`src/rtl/key_entry_controller_if.sv`:
```
// key_entry_controller_if
// Groups the key-pulse input and the status/display outputs of the key entry
// controller into one bundle. The clock and reset stay as plain ports on the modules.
//   keyPulse   [4] valid strobe, [3:0] key value (driven by the debouncer side)
//   unlocked   high in OPEN and PROGRAM
//   lockedOut  high in LOCKOUT
//   error      one-cycle pulse on a failed check or a short program entry
//   digitCount digits currently held in the entry buffer
//   entryBuf   entry shift buffer, newest digit in [3:0]
//   state      IDLE=0 ENTRY=1 CHECK=2 OPEN=3 PROGRAM=4 LOCKOUT=5
interface key_entry_controller_if #(
    parameter int DIGITS = 4
) ();
    logic [4:0]          keyPulse;
    logic                unlocked;
    logic                lockedOut;
    logic                error;
    logic [2:0]          digitCount;
    logic [4*DIGITS-1:0] entryBuf;
    logic [2:0]          state;

    // Upstream side: sends key pulses and observes status.
    modport master (
        output keyPulse,
        input  unlocked, lockedOut, error, digitCount, entryBuf, state
    );

    // Controller side: consumes key pulses and drives status.
    modport slave (
        input  keyPulse,
        output unlocked, lockedOut, error, digitCount, entryBuf, state
    );
endinterface

```
`src/rtl/key_entry_controller.sv`:
```
// key_entry_controller
// Collects debounced key pulses into a multi-digit code, checks it against the
// stored code, drives lock/unlock status, locks the keypad out for a fixed time
// after too many consecutive failures, and lets the code be reprogrammed while
// unlocked. Every output is a register.
// Ports:
//   newClock  sole clock, rising edge
//   reset     asynchronous, active-high
//   bus       key_entry_controller_if.slave (keyPulse in; unlocked, lockedOut,
//             error, digitCount, entryBuf, state out)
module key_entry_controller #(
    parameter int                  DIGITS   = 4,
    parameter logic [4*DIGITS-1:0] CODE     = 16'h1234,
    parameter int                  TIMEOUT  = 50,
    parameter int                  MAX_FAIL = 3,
    parameter int                  LOCKOUT  = 200
) (
    input  logic                   newClock,
    input  logic                   reset,
    key_entry_controller_if.slave  bus
);
    localparam int BW = 4 * DIGITS;
    localparam int IW = $clog2(TIMEOUT + 1);
    localparam int FW = $clog2(MAX_FAIL + 1);
    localparam int LW = $clog2(LOCKOUT + 1);

    localparam logic [3:0] KEY_CLEAR = 4'hC;
    localparam logic [3:0] KEY_ENTER = 4'hE;
    localparam logic [3:0] KEY_PROG  = 4'hA;

    typedef enum logic [2:0] {
        S_IDLE    = 3'd0,
        S_ENTRY   = 3'd1,
        S_CHECK   = 3'd2,
        S_OPEN    = 3'd3,
        S_PROGRAM = 3'd4,
        S_LOCKOUT = 3'd5
    } state_t;

    state_t         state_r, state_n;
    logic [BW-1:0]  buf_r, buf_n;
    logic [2:0]     cnt_r, cnt_n;
    logic [BW-1:0]  code_r, code_n;
    logic [FW-1:0]  fail_r, fail_n;
    logic [IW-1:0]  idle_r, idle_n;
    logic [LW-1:0]  lock_r, lock_n;
    logic           error_r, error_n;
    logic           unlocked_r;
    logic           locked_r;

    // Key decode and shared datapath helpers.
    logic           key_valid_s;
    logic [3:0]     key_val_s;
    logic           is_digit_s;
    logic           is_clear_s;
    logic           is_enter_s;
    logic           is_prog_s;
    logic           buf_full_s;
    logic [BW-1:0]  shift_buf_s;
    logic [BW-1:0]  take_buf_s;
    logic [2:0]     take_cnt_s;
    logic           timeout_s;
    logic           match_s;
    logic [FW-1:0]  fail_inc_s;

    assign key_valid_s = bus.keyPulse[4];
    assign key_val_s   = bus.keyPulse[3:0];
    assign is_digit_s  = key_valid_s && (key_val_s <= 4'd9);
    assign is_clear_s  = key_valid_s && (key_val_s == KEY_CLEAR);
    assign is_enter_s  = key_valid_s && (key_val_s == KEY_ENTER);
    assign is_prog_s   = key_valid_s && (key_val_s == KEY_PROG);

    // A full buffer silently drops further digits rather than shifting out the oldest.
    assign buf_full_s  = (cnt_r == 3'(DIGITS));
    assign shift_buf_s = (buf_r << 3'd4) | BW'(key_val_s);
    assign take_buf_s  = buf_full_s ? buf_r : shift_buf_s;
    assign take_cnt_s  = buf_full_s ? cnt_r : (cnt_r + 3'd1);

    // The counter holds the number of quiet cycles already seen; the edge that
    // would make it TIMEOUT is the abandon edge.
    assign timeout_s   = (idle_r == IW'(TIMEOUT - 1));
    assign match_s     = buf_full_s && (buf_r == code_r);
    assign fail_inc_s  = fail_r + FW'(1);

    // Next-state and datapath decisions for every state.
    always_comb begin
        state_n = state_r;
        buf_n   = buf_r;
        cnt_n   = cnt_r;
        code_n  = code_r;
        fail_n  = fail_r;
        idle_n  = {IW{1'b0}};
        lock_n  = lock_r;
        error_n = 1'b0;

        case (state_r)
            S_IDLE: begin
                if (is_digit_s) begin
                    buf_n   = take_buf_s;
                    cnt_n   = take_cnt_s;
                    state_n = S_ENTRY;
                end else begin
                    state_n = S_IDLE;
                end
            end

            S_ENTRY: begin
                if (key_valid_s) begin
                    if (is_digit_s) begin
                        buf_n = take_buf_s;
                        cnt_n = take_cnt_s;
                    end else if (is_clear_s) begin
                        buf_n   = {BW{1'b0}};
                        cnt_n   = 3'd0;
                        state_n = S_IDLE;
                    end else if (is_enter_s) begin
                        state_n = S_CHECK;
                    end else begin
                        state_n = S_ENTRY;
                    end
                end else if (timeout_s) begin
                    // Abandoned entry: not counted as a failure.
                    buf_n   = {BW{1'b0}};
                    cnt_n   = 3'd0;
                    state_n = S_IDLE;
                end else begin
                    idle_n = idle_r + IW'(1);
                end
            end

            S_CHECK: begin
                buf_n = {BW{1'b0}};
                cnt_n = 3'd0;
                if (match_s) begin
                    fail_n  = {FW{1'b0}};
                    state_n = S_OPEN;
                end else begin
                    error_n = 1'b1;
                    fail_n  = fail_inc_s;
                    if (fail_inc_s == FW'(MAX_FAIL)) begin
                        lock_n  = LW'(LOCKOUT);
                        state_n = S_LOCKOUT;
                    end else begin
                        state_n = S_IDLE;
                    end
                end
            end

            S_OPEN: begin
                if (is_clear_s || is_enter_s) begin
                    state_n = S_IDLE;
                end else if (is_prog_s) begin
                    state_n = S_PROGRAM;
                end else begin
                    state_n = S_OPEN;
                end
            end

            S_PROGRAM: begin
                if (key_valid_s) begin
                    if (is_digit_s) begin
                        buf_n = take_buf_s;
                        cnt_n = take_cnt_s;
                    end else if (is_enter_s) begin
                        buf_n = {BW{1'b0}};
                        cnt_n = 3'd0;
                        if (buf_full_s) begin
                            code_n  = buf_r;
                            state_n = S_OPEN;
                        end else begin
                            error_n = 1'b1;
                            state_n = S_PROGRAM;
                        end
                    end else if (is_clear_s) begin
                        buf_n   = {BW{1'b0}};
                        cnt_n   = 3'd0;
                        state_n = S_OPEN;
                    end else begin
                        state_n = S_PROGRAM;
                    end
                end else if (timeout_s) begin
                    buf_n   = {BW{1'b0}};
                    cnt_n   = 3'd0;
                    state_n = S_OPEN;
                end else begin
                    idle_n = idle_r + IW'(1);
                end
            end

            S_LOCKOUT: begin
                // Timer is loaded with LOCKOUT on entry; the edge that sees 1 ends it.
                if (lock_r == LW'(1)) begin
                    lock_n  = {LW{1'b0}};
                    fail_n  = {FW{1'b0}};
                    state_n = S_IDLE;
                end else begin
                    lock_n  = lock_r - LW'(1);
                    state_n = S_LOCKOUT;
                end
            end

            default: begin
                buf_n   = {BW{1'b0}};
                cnt_n   = 3'd0;
                fail_n  = {FW{1'b0}};
                lock_n  = {LW{1'b0}};
                state_n = S_IDLE;
            end
        endcase
    end

    // State, datapath and registered status outputs.
    always_ff @(posedge newClock or posedge reset) begin
        if (reset) begin
            state_r    <= S_IDLE;
            buf_r      <= {BW{1'b0}};
            cnt_r      <= 3'd0;
            code_r     <= CODE;
            fail_r     <= {FW{1'b0}};
            idle_r     <= {IW{1'b0}};
            lock_r     <= {LW{1'b0}};
            error_r    <= 1'b0;
            unlocked_r <= 1'b0;
            locked_r   <= 1'b0;
        end else begin
            state_r    <= state_n;
            buf_r      <= buf_n;
            cnt_r      <= cnt_n;
            code_r     <= code_n;
            fail_r     <= fail_n;
            idle_r     <= idle_n;
            lock_r     <= lock_n;
            error_r    <= error_n;
            unlocked_r <= (state_n == S_OPEN) || (state_n == S_PROGRAM);
            locked_r   <= (state_n == S_LOCKOUT);
        end
    end

    assign bus.state      = state_r;
    assign bus.entryBuf   = buf_r;
    assign bus.digitCount = cnt_r;
    assign bus.error      = error_r;
    assign bus.unlocked   = unlocked_r;
    assign bus.lockedOut  = locked_r;
endmodule

```
`src/flat_wrapper.sv`:
```
// flat-port wrapper written by rule: the top's interface ports become plain ports
module key_entry_controller_flat 
#(
    parameter int                  DIGITS   = 4,
    parameter logic [4*DIGITS-1:0] CODE     = 16'h1234,
    parameter int                  TIMEOUT  = 50,
    parameter int                  MAX_FAIL = 3,
    parameter int                  LOCKOUT  = 200
)
  (newClock, reset, bus_keyPulse, bus_unlocked, bus_lockedOut, bus_error, bus_digitCount, bus_entryBuf, bus_state);
  key_entry_controller_if #(.DIGITS(DIGITS)) bus_i ();
  input  logic newClock;
  input  logic reset;
  input wire logic [$bits(bus_i.keyPulse)-1:0] bus_keyPulse;
  output wire logic [$bits(bus_i.unlocked)-1:0] bus_unlocked;
  output wire logic [$bits(bus_i.lockedOut)-1:0] bus_lockedOut;
  output wire logic [$bits(bus_i.error)-1:0] bus_error;
  output wire logic [$bits(bus_i.digitCount)-1:0] bus_digitCount;
  output wire logic [$bits(bus_i.entryBuf)-1:0] bus_entryBuf;
  output wire logic [$bits(bus_i.state)-1:0] bus_state;
  assign bus_i.keyPulse = bus_keyPulse;
  assign bus_unlocked = bus_i.unlocked;
  assign bus_lockedOut = bus_i.lockedOut;
  assign bus_error = bus_i.error;
  assign bus_digitCount = bus_i.digitCount;
  assign bus_entryBuf = bus_i.entryBuf;
  assign bus_state = bus_i.state;
  key_entry_controller #(.DIGITS(DIGITS), .CODE(CODE), .TIMEOUT(TIMEOUT), .MAX_FAIL(MAX_FAIL), .LOCKOUT(LOCKOUT)) u_core (.newClock(newClock), .reset(reset), .bus(bus_i));
endmodule
```
`config.mk`:
```
export PLATFORM = sky130hd
export DESIGN_NAME = key_entry_controller_flat
export DESIGN_NICKNAME = d
export VERILOG_FILES = /design/src/rtl/key_entry_controller_if.sv /design/src/rtl/key_entry_controller.sv /design/src/flat_wrapper.sv
export SDC_FILE = /design/constraint.sdc
export NUM_CORES = 1
export LEC_CHECK = 0
export CAP_MARGIN = 10
export CORE_ASPECT_RATIO = 0.6
export CORE_MARGIN = 10
export CORE_UTILIZATION = 40
export CTS_BUF_LIST = sky130_fd_sc_hd__clkbuf_2 sky130_fd_sc_hd__clkbuf_4 sky130_fd_sc_hd__clkbuf_8
export DETAILED_ROUTE_END_ITERATION = 16
export DONT_BUFFER_PORTS = 1
export GPL_TIMING_DRIVEN = 1
export MAX_ROUTING_LAYER = met4
export SKIP_LAST_GASP = 1
export SYNTH_ARGS = -nofsm -noshare
export SYNTH_HDL_FRONTEND = slang
export SYNTH_SLANG_ARGS = --single-unit
```
`constraint.sdc`:
```
create_clock -name newClock -period 4.4 [get_ports newClock]
set_clock_uncertainty 0.1 [all_clocks]
set_input_delay 0.66 -clock newClock [delete_from_list [all_inputs] [get_ports newClock]]
set_output_delay 0.66 -clock newClock [all_outputs]
set_load 0.03 [all_outputs]
```
==> run metrics <==
Leak Pwr 0.00164 uW; slowest CP cell dfrtp_1; Max Fclk 0.343 GHz; final setup violation count 0; number of global-route vias before repair 2,777; placed cell count 484; Setup crit end kind flip-flop; fin nets 397; TritonCTS clock tree built; floorplan row count 26; ys flop type dfrtp_1; total track usage 15.7%; critical path type flip-flop to flip-flop; Remaining DRCs 0; reg-to-reg slack, setup 1.49 ns; ANT nets after route 0; Max Fanout on Critical Path 18; Vias/cell 5.99; DR WL/cell 19.7 um; warnings from Yosys 0; DRT Pass-1 Iters 5; CTS root buf clkbuf_8; die area 0.0131 sq mm; largest net degree at the start of global routing 58; largest cells by area after synthesis dfrtp_1 37%, o21ai_0 4.5%, xor2_1 4.5%, a21oi_1 4.1%, nor2_1 3.9%; Mapped Cells 392; H-tree depth 3; Synth Cell Area 0.00354 sq mm; area delta synth->final 7.00%; minimum clock period 2.91 ns; final core occ 44.3%; Max clock buf depth 2; Ports 32; Initial Util 41.4%; Final Hold Vio Count 0; Async SR Flop Fraction 100%; final-layout fill cell count 840; Post-CTS Setup Repair Bufs 0; post-synthesis cell type count 64; max_cap viols 0; worst setup margin 1.49 ns; ant diodes 0; clk_lat worst skew 0.35 ns; Post-Route WL 9860 um; initial antenna violation count 0; HPWL Detailed 7110 um; Overflow after GRT 0; period utilization 66.2%; Power Density 662 mW/mm^2; share of layout cells above drive strength 1 12.9%; area leader, netlist dfrtp_1; max_slew headroom 33.1%; unrepaired setup endpoints after global routing false; crit-path leading delay family compound AO/OA/AOI/OAI gates; Fin Setup TNS 0 ns; Avg Inst Size Synth 9.03 sq um; Clock Pin Slew Worst Setup and Hold Paths 0.07 ns; Hold Buf Count CTS 0; PostCTS Resize Cnt 0; Sink Count 57; DIE HEIGHT 92.9 um; detailed router's first-iteration violation count 314; Synth top area share 36.7%; non-filler instance count after layout 500; crit-path cells xnor2_1 > a311oi_4 > a211oi_2 > and2_4 > a311oi_1; syn_nets 406; port bufs 0; peak supply drop 344 uV; die width 141 um; Hold Crit Class primary input to async pin; Placer Congestion 0.858; Final Slew Violations 0; first-pass GRT wire length 15,800 um; CP Buf/Inv Count 0; Vias 2,997; CTS buffer count 9; status completed; Core Box Area 0.00856 sq mm; crit-path max cell delay 0.97 ns; Worst-Margin Slew 1.00 ns; crit path DAT 3.06 ns; Yosys reg bits 57; number of flops mapped to enable cells by yosys 0; top-count cell post-synth dfrtp_1; Synth top cells by count 52 x dfrtp_1, 37 x nor2_1, 32 x o21ai_0, 31 x nand2_1, 29 x a21oi_1; CP required 4.55 ns; Seq/Total Area, Yosys 40.5%; Tot Pwr 2510 uW; worst slack at placement 1.59 ns; crit path launch type flip-flop
-- registers in the layout, indices dropped and copies added, names as in the netlist --
| signal | flops |
|---|---|
| u_core.bus.state | 3 |
| u_core.code_r | 16 |
| u_core.idle_r | 6 |
| u_core.fail_r | 2 |
| u_core.bus.digitCount | 3 |
| u_core.lock_r | 8 |
| u_core.bus.lockedOut | 1 |
| u_core.bus.entryBuf | 16 |
| u_core.bus.error | 1 |
| u_core.bus.unlocked | 1 |
-- through the flow --
stage | instance area, sq um | hold slack (ns)
final | 3790 | 0.288
after global placement | 3590 | 0.378
after floorplan | 3540 | 0.353
after detailed placement | 3590 | 0.384
after global routing | 3790 | 0.330
after CTS | 3790 | 0.324
-- final timing paths --
check | start | end | cells past startpoint
worst max-delay path | u_core.bus.state[0] | u_core.bus.entryBuf[12] | 5
worst min-delay path | reset | u_core.code_r[3] | 2
worst max register to register | u_core.bus.state[0] | u_core.bus.entryBuf[12] | 5
worst min register to register | u_core.code_r[5] | u_core.code_r[5] | 2
max in group asynchronous | reset | u_core.code_r[15] | 2
min in group newClock | bus_keyPulse[3] | u_core.bus.error | 2
-- metal layers --
metal,share of wire (%),GRT usage [%],wire length [um]
met5,0,-,0
met4,0.94,3.98,93
met3,9.8,6.17,968
met2,39,19.4,3880
met1,50,22.7,4920
-- cell type report --
| type | count | area [sq um] | area share [%] |
|---|---|---|---|
| Timing Repair Buffer | 4 | 30.0 | 0.793 |
| Sequential cell | 57 | 1430 | 37.8 |
| Multi-Input combinational cell | 289 | 1900 | 50.2 |
| Inverter | 22 | 82.6 | 2.18 |
| Clock inverter | 3 | 40.0 | 1.06 |
| Clock buffer | 13 | 160 | 4.23 |
| Tap cell | 112 | 140 | 3.70 |
-- cell families after synthesis --
family	Yosys count	synth area share, %
AOI/OAI and AO/OA	134	25.9
and+or+nand+nor	112	15.6
DFF	57	40.5
buffers and inverters	46	5.80
xor gates and xnor gates	22	5.44
muxes	14	4.35
adders and majority gates	7	2.47
-- placed cells by master (no fill, tap or decap), types with 18 or more instances in the layout --
master   instances
nor2_1          37
nand2_1         31
o21ai_0         32
inv_1           20
dfrtp_1         52
a21oi_1         29
xor2_1          18
-- report_power, final --
group	switching [uW]	internal, uW
logic	636	380
clock network	212	294
registers	353	632
total	1200	1310
Note: power is estimated with default switching activity, not from simulation.
